==> src/rtl/uart_ram_dump.sv <==
// RAM-to-UART readback engine: streams word_cnt RAM words into the TX FIFO, LSB byte first.
// Optional trailing 8-bit checksum byte when UART_DUMP_CSUM_EN is defined.
module uart_ram_dump #(
  parameter int unsigned XLEN         = 32,
  parameter int unsigned RAM_ADDR_LEN = 14
) (
  input  logic                    clk,
  input  logic                    rst,
  input  logic                    start,
  input  logic [RAM_ADDR_LEN-1:0] start_addr,
  input  logic [RAM_ADDR_LEN:0]   word_cnt,
  input  logic                    abort,
  output logic                    busy,
  output logic                    done,
  output logic                    ram_rd_en,
  output logic [RAM_ADDR_LEN-1:0] ram_addr,
  input  logic [XLEN-1:0]         ram_rd_data,
  output logic                    tx_wr_req,
  output logic [7:0]              tx_wr_data,
  input  logic                    tx_wr_ready
);

  localparam int unsigned CNT_W = RAM_ADDR_LEN + 1;

  typedef enum logic [2:0] {
    S_IDLE = 3'd0,
    S_RD   = 3'd1,
    S_WT   = 3'd2,
    S_SEND = 3'd3,
`ifdef UART_DUMP_CSUM_EN
    S_CSUM = 3'd4,
`endif
    S_FIN  = 3'd5
  } state_t;

  state_t                  r_state;
  state_t                  w_next;
  logic [RAM_ADDR_LEN-1:0] r_addr;
  logic [CNT_W-1:0]        r_remaining;
  logic [XLEN-1:0]         r_shift;
  logic [1:0]              r_byte_idx;
`ifdef UART_DUMP_CSUM_EN
  logic [7:0]              r_csum;
`endif
  logic                    w_accept;
  logic                    w_xfer;
  logic                    w_last_byte;

  assign w_accept    = (r_state == S_IDLE) && start && !abort;
  assign w_xfer      = tx_wr_req && tx_wr_ready;
  assign w_last_byte = (r_byte_idx == 2'd3);

  // State register
  always_ff @(posedge clk or posedge rst) begin
    if (rst) r_state <= S_IDLE;
    else     r_state <= w_next;
  end

  // Next-state logic; abort in SEND/CSUM waits for the pending byte to transfer
  always_comb begin
    w_next = r_state;
    case (r_state)
      S_IDLE: if (w_accept) w_next = (word_cnt == '0) ? S_FIN : S_RD;
      S_RD:   w_next = abort ? S_IDLE : S_WT;
      S_WT:   w_next = abort ? S_IDLE : S_SEND;
      S_SEND: begin
        if (w_xfer) begin
          if (abort)                               w_next = S_IDLE;
          else if (w_last_byte && r_remaining != CNT_W'(1)) w_next = S_RD;
`ifdef UART_DUMP_CSUM_EN
          else if (w_last_byte)                    w_next = S_CSUM;
`else
          else if (w_last_byte)                    w_next = S_FIN;
`endif
        end
      end
`ifdef UART_DUMP_CSUM_EN
      S_CSUM: if (w_xfer) w_next = abort ? S_IDLE : S_FIN;
`endif
      S_FIN:  w_next = S_IDLE;
      default: w_next = S_IDLE;
    endcase
  end

  // Datapath: address, word counter, byte shifter and running checksum
  always_ff @(posedge clk or posedge rst) begin
    if (rst) begin
      r_addr      <= '0;
      r_remaining <= '0;
      r_shift     <= '0;
      r_byte_idx  <= '0;
`ifdef UART_DUMP_CSUM_EN
      r_csum      <= '0;
`endif
    end else begin
      case (r_state)
        S_IDLE: begin
          if (w_accept) begin
            r_addr      <= start_addr;
            r_remaining <= word_cnt;
`ifdef UART_DUMP_CSUM_EN
            r_csum      <= '0;
`endif
          end
        end
        S_WT: begin
          r_shift    <= ram_rd_data;
          r_byte_idx <= '0;
        end
        S_SEND: begin
          if (w_xfer) begin
            r_shift    <= r_shift >> 8;
            r_byte_idx <= r_byte_idx + 2'd1;
`ifdef UART_DUMP_CSUM_EN
            r_csum     <= r_csum + r_shift[7:0];
`endif
            if (w_last_byte && r_remaining != CNT_W'(1)) begin
              r_remaining <= r_remaining - CNT_W'(1);
              r_addr      <= r_addr + RAM_ADDR_LEN'(1);
            end
          end
        end
        default: ;
      endcase
    end
  end

  // Output decode from registered state; all zero while reset holds the FSM in IDLE
  always_comb begin
    busy       = 1'b0;
    done       = 1'b0;
    ram_rd_en  = 1'b0;
    ram_addr   = '0;
    tx_wr_req  = 1'b0;
    tx_wr_data = 8'h00;
    busy = (r_state != S_IDLE);
    case (r_state)
      S_RD: begin
        ram_rd_en = 1'b1;
        ram_addr  = r_addr;
      end
      S_SEND: begin
        tx_wr_req  = 1'b1;
        tx_wr_data = r_shift[7:0];
      end
`ifdef UART_DUMP_CSUM_EN
      S_CSUM: begin
        tx_wr_req  = 1'b1;
        tx_wr_data = r_csum;
      end
`endif
      S_FIN: done = 1'b1;
      default: ;
    endcase
  end

endmodule

==> config.mk <==
export PLATFORM = sky130hd
export DESIGN_NAME = uart_ram_dump
export DESIGN_NICKNAME = d
export VERILOG_FILES = /design/src/rtl/uart_ram_dump.sv
export SDC_FILE = /design/constraint.sdc
export NUM_CORES = 1
export LEC_CHECK = 0
export CORE_MARGIN = 5
export CORE_UTILIZATION = 50
export CTS_CLUSTER_DIAMETER = 40
export DETAILED_ROUTE_END_ITERATION = 10
export GPL_TIMING_DRIVEN = 0
export PLACE_DENSITY = 0.81
export REMOVE_ABC_BUFFERS = 1
export SLEW_MARGIN = 5
export SYNTH_ARGS = -nofsm -noshare
export SYNTH_HDL_FRONTEND = slang
export SYNTH_SLANG_ARGS = --single-unit
==> constraint.sdc <==
create_clock -name clk -period 3.17 [get_ports clk]
set_input_delay 0.634 -clock clk [delete_from_list [all_inputs] [get_ports clk]]
set_output_delay 0.634 -clock clk [all_outputs]
set_load 0.01 [all_outputs]
==> results of run 1 <==
-- critical path: stages (launching register included) --
cell and delay [ns]:
sky130_fd_sc_hd__dfrtp_1 0.56, sky130_fd_sc_hd__nor2b_1 0.67, sky130_fd_sc_hd__and3_1 0.24, sky130_fd_sc_hd__clkdlybuf4s50_1 0.57
-- layout make-up --
cell class                 count  share of cell area, %
multi-input combinational    308                   39.0
sequential                    66                   33.2
timing repair buffer          98                   20.4
clock buffer                   9                   2.49
tap                           99                   2.49
clock inverter                 7                   1.51
inverter                       8                  0.730
timing repair inverter         1                  0.101
-- layer usage --
metal  global-route usage, %  part of all wire (%)  wire length [um]  vias up
li1                        -                     -                 -     1701
met1                    30.5                    41              4220     1723
met2                    36.0                    49              5000      148
met3                    3.36                   6.5               656       29
met4                    12.1                   2.9               296        0
met5                       0                     0                 0        -
-- synth_stat cells, drive strengths merged (2+ instances only) --
master	number	area share [%]
dfrtp	66	45
nand2	52	5.3
o21ai	50	6.8
a21oi	27	3.6
clkbuf	25	2.5
mux2i	24	6.5
and2	14	2.4
and3	13	2.2
nor2	12	1.2
nor3	11	1.5
a22o	10	2.4
inv	8	0.81
nor4	8	1.4
a2bb2oi	6	1.4
nand3	6	0.81
o22ai	6	1.0
or3	6	1.1
a31oi	5	0.84
buf	5	0.54
a311oi	4	0.95
ha	4	1.4
o22a	4	0.95
o31ai	4	0.95
or4	4	0.81
a211oi	3	0.61
nand4	3	0.51
o311ai	3	0.71
a22oi	2	0.41
and4	2	0.47
nand2b	2	0.34
nand4b	2	0.47
nor2b	2	0.34
nor4b	2	0.47
o211ai	2	0.41
o32ai	2	0.47
or2	2	0.34
-- final timing paths --
path,start,to
min in group asynchronous,rst,r_shift[20]
hold / removal,r_shift[6],r_shift[6]
max in group asynchronous,rst,r_addr[5]
setup reg to reg,r_state[1],r_addr[1]
hold reg to reg,r_shift[6],r_shift[6]
setup / recovery,r_state[1],tx_wr_data[2]
-- power breakdown --
group	switching, mW	internal [mW]	leakage, nW
combinational	0.839	0.768	1.24
clock	0.359	0.369	0.104
sequential	0.353	1.23	0.796
-- stage by stage --
stage	hold WS (ns)	cells
floorplan	0.442	382
global placement	0.455	572
detailed placement	0.466	577
CTS	0.487	595
global route	0.517	596
finish	0.485	596
-- logic make-up (layout without fill, tap and decap cells) --
kind of cell               count (synthesis)  in the layout  synth area share [%]
and+or+nand+nor                          145            145                  20.5
AOI/OAI and AO/OA                        134            134                  22.9
DFF                                       66             66                  44.6
buffers and inverters                     38            123                  3.88
muxes                                     24             24                  6.49
adders and majority gates                  4              4                  1.35
xor gates and xnor gates                   1              1                 0.237
-- state kept, by name (all words and copies together) (netlist names) --
register,cells
r_shift,32
r_addr,14
r_remaining,15
r_byte_idx,2
r_state,3
-- timing repair --
item / in CTS / in global routing
setup buffers: 2 / 0
endpoints found under the setup margin: 38 / 15
gates resized for setup: 4 / 1
cloned: 0 / 1
pin swaps: 1 / 0
==> out/summary.txt, run 1 <==
Post-Layout Inst Area = 4970 sq um
master cell of the clock root buffer = sky130_fd_sc_hd__clkbuf_8
portion of the post-synthesis area used by sequential elements = 44.6%
yosys synthesis warning count = 0
Yosys reg bits = 66
placeable core region = 7210 sq um
Max-Cap Viols = 0
Longest Clk Path Bufs = 2
number of detailed-route iterations in the first pass = 5
final cycle utilization of the critical path = 95.0%
unrepaired setup endpoints after global routing = false
accumulated negative setup slack = 0 ns
Worst Path Arrival = 2.38 ns
number of placed I/O pins = 92
width of the die = 96.1 um
total of endpoints with negative setup slack in the final report = 0
worst-margin pin slew = 0.872 ns
grt total ovfl = 0
count of hold buffers inserted by post-cts repair = 0
highest clock frequency the design can meet = 332 MHz
Filler cells = 566
largest net degree at the start of global routing = 67
overall track demand over capacity in global routing = 22.9%
relative max-transition margin = 41.1%
die outline height = 96.1 um
global-route wire length before repair = 16.4 mm
Iteration-0 DRC Markers = 254
total placed instance area = 4730 sq um
post-route clock skew = 0.0116 ns
number of nets still failing antenna checks after routing = 0
register-to-register setup slack = 0.40 ns
total inserted antenna cells = 0
detailed-route DRC error count = 0
Worst EP required = 2.54 ns
PnR worst setup slack = 0.159 ns
number of unique standard cell types used by synthesis = 51
top library cells by usage in the layout, fill and taps aside = 90 x sky130_fd_sc_hd__clkdlybuf4s50_1, 66 x sky130_fd_sc_hd__dfrtp_1, 52 x sky130_fd_sc_hd__nand2_1
area used by sequential logic in the layout = 1650 sq um
gate count of the mapped netlist = 412
number of antenna violations at the first check in global routing = 0
crit path launch type = register
average cell area after synthesis = 8.99 sq um
total leakage power = 2.14 nW
via count = 3601
starting density of the core = 51.3%
number of global-route vias before repair = 3369
post-DP HPWL = 7.09 mm
final core utilization = 68.9%
largest vdd supply drop = 0.448 mV
most common cell after layout, fill and taps aside = sky130_fd_sc_hd__clkdlybuf4s50_1
CP endpoint kind = output pin
class of the tightest hold or removal check = reg -> reg
count of flip-flops with a built-in enable after synthesis = 0
final period demand of the worst path = 3.01 ns
WL per Instance = 17.1 um
post-layout power = 3.92 mW
mapped cell area = 3700 sq um
number of nets in the layout = 562
CP Class = reg -> out
dpl ws = -0.683 ns
critical path fanouts, max = 11
insertion delay to the later sink of the worst-skew pair = 0.35 ns
number of buffer cells added on primary ports = 91
power density normalized to cell area = 789 nW/um^2
number of levels the H-tree was split into = 3
area growth from synthesis to layout = 34.2%
Row Count = 31
Hold Violations, Final = 0
async set-reset flop share out of synthesis = 100%
vias per std cell = 6.04
total clock buffers created by CTS = 9
final weighted congestion of routability-driven global placement = 0.867
r2r worst-path depth = 6
outcome = finished, final reports clean
number of pins exceeding their max-slew limit in the final report = 0
most used flip-flop cell after synthesis = sky130_fd_sc_hd__dfrtp_1
count of clock tree sinks = 66
Cells on Worst Hold Path = 2
clock tree from TritonCTS = built
routed wire length = 10.2 mm
area of the multi-input gates = 1940 sq um
Die Footprint = 9230 sq um
share of cells above drive strength 1 = 7.24%
clock input transition at the sequential cells of the worst setup and hold paths = 0.08 ns
(Power assumes the default switching activity.)
==> run 2: changes to the inputs <==
--- a/config.mk
+++ b/config.mk
@@ -7,7 +7,7 @@
 export LEC_CHECK = 0
 export CORE_MARGIN = 5
 export CORE_UTILIZATION = 50
-export CTS_CLUSTER_DIAMETER = 40
+export CTS_CLUSTER_DIAMETER = 50
 export DETAILED_ROUTE_END_ITERATION = 10
 export GPL_TIMING_DRIVEN = 0
 export PLACE_DENSITY = 0.81
==> results of run 2 <==
Same layout as run 1: the final DEF is identical, and so are final timing and power.
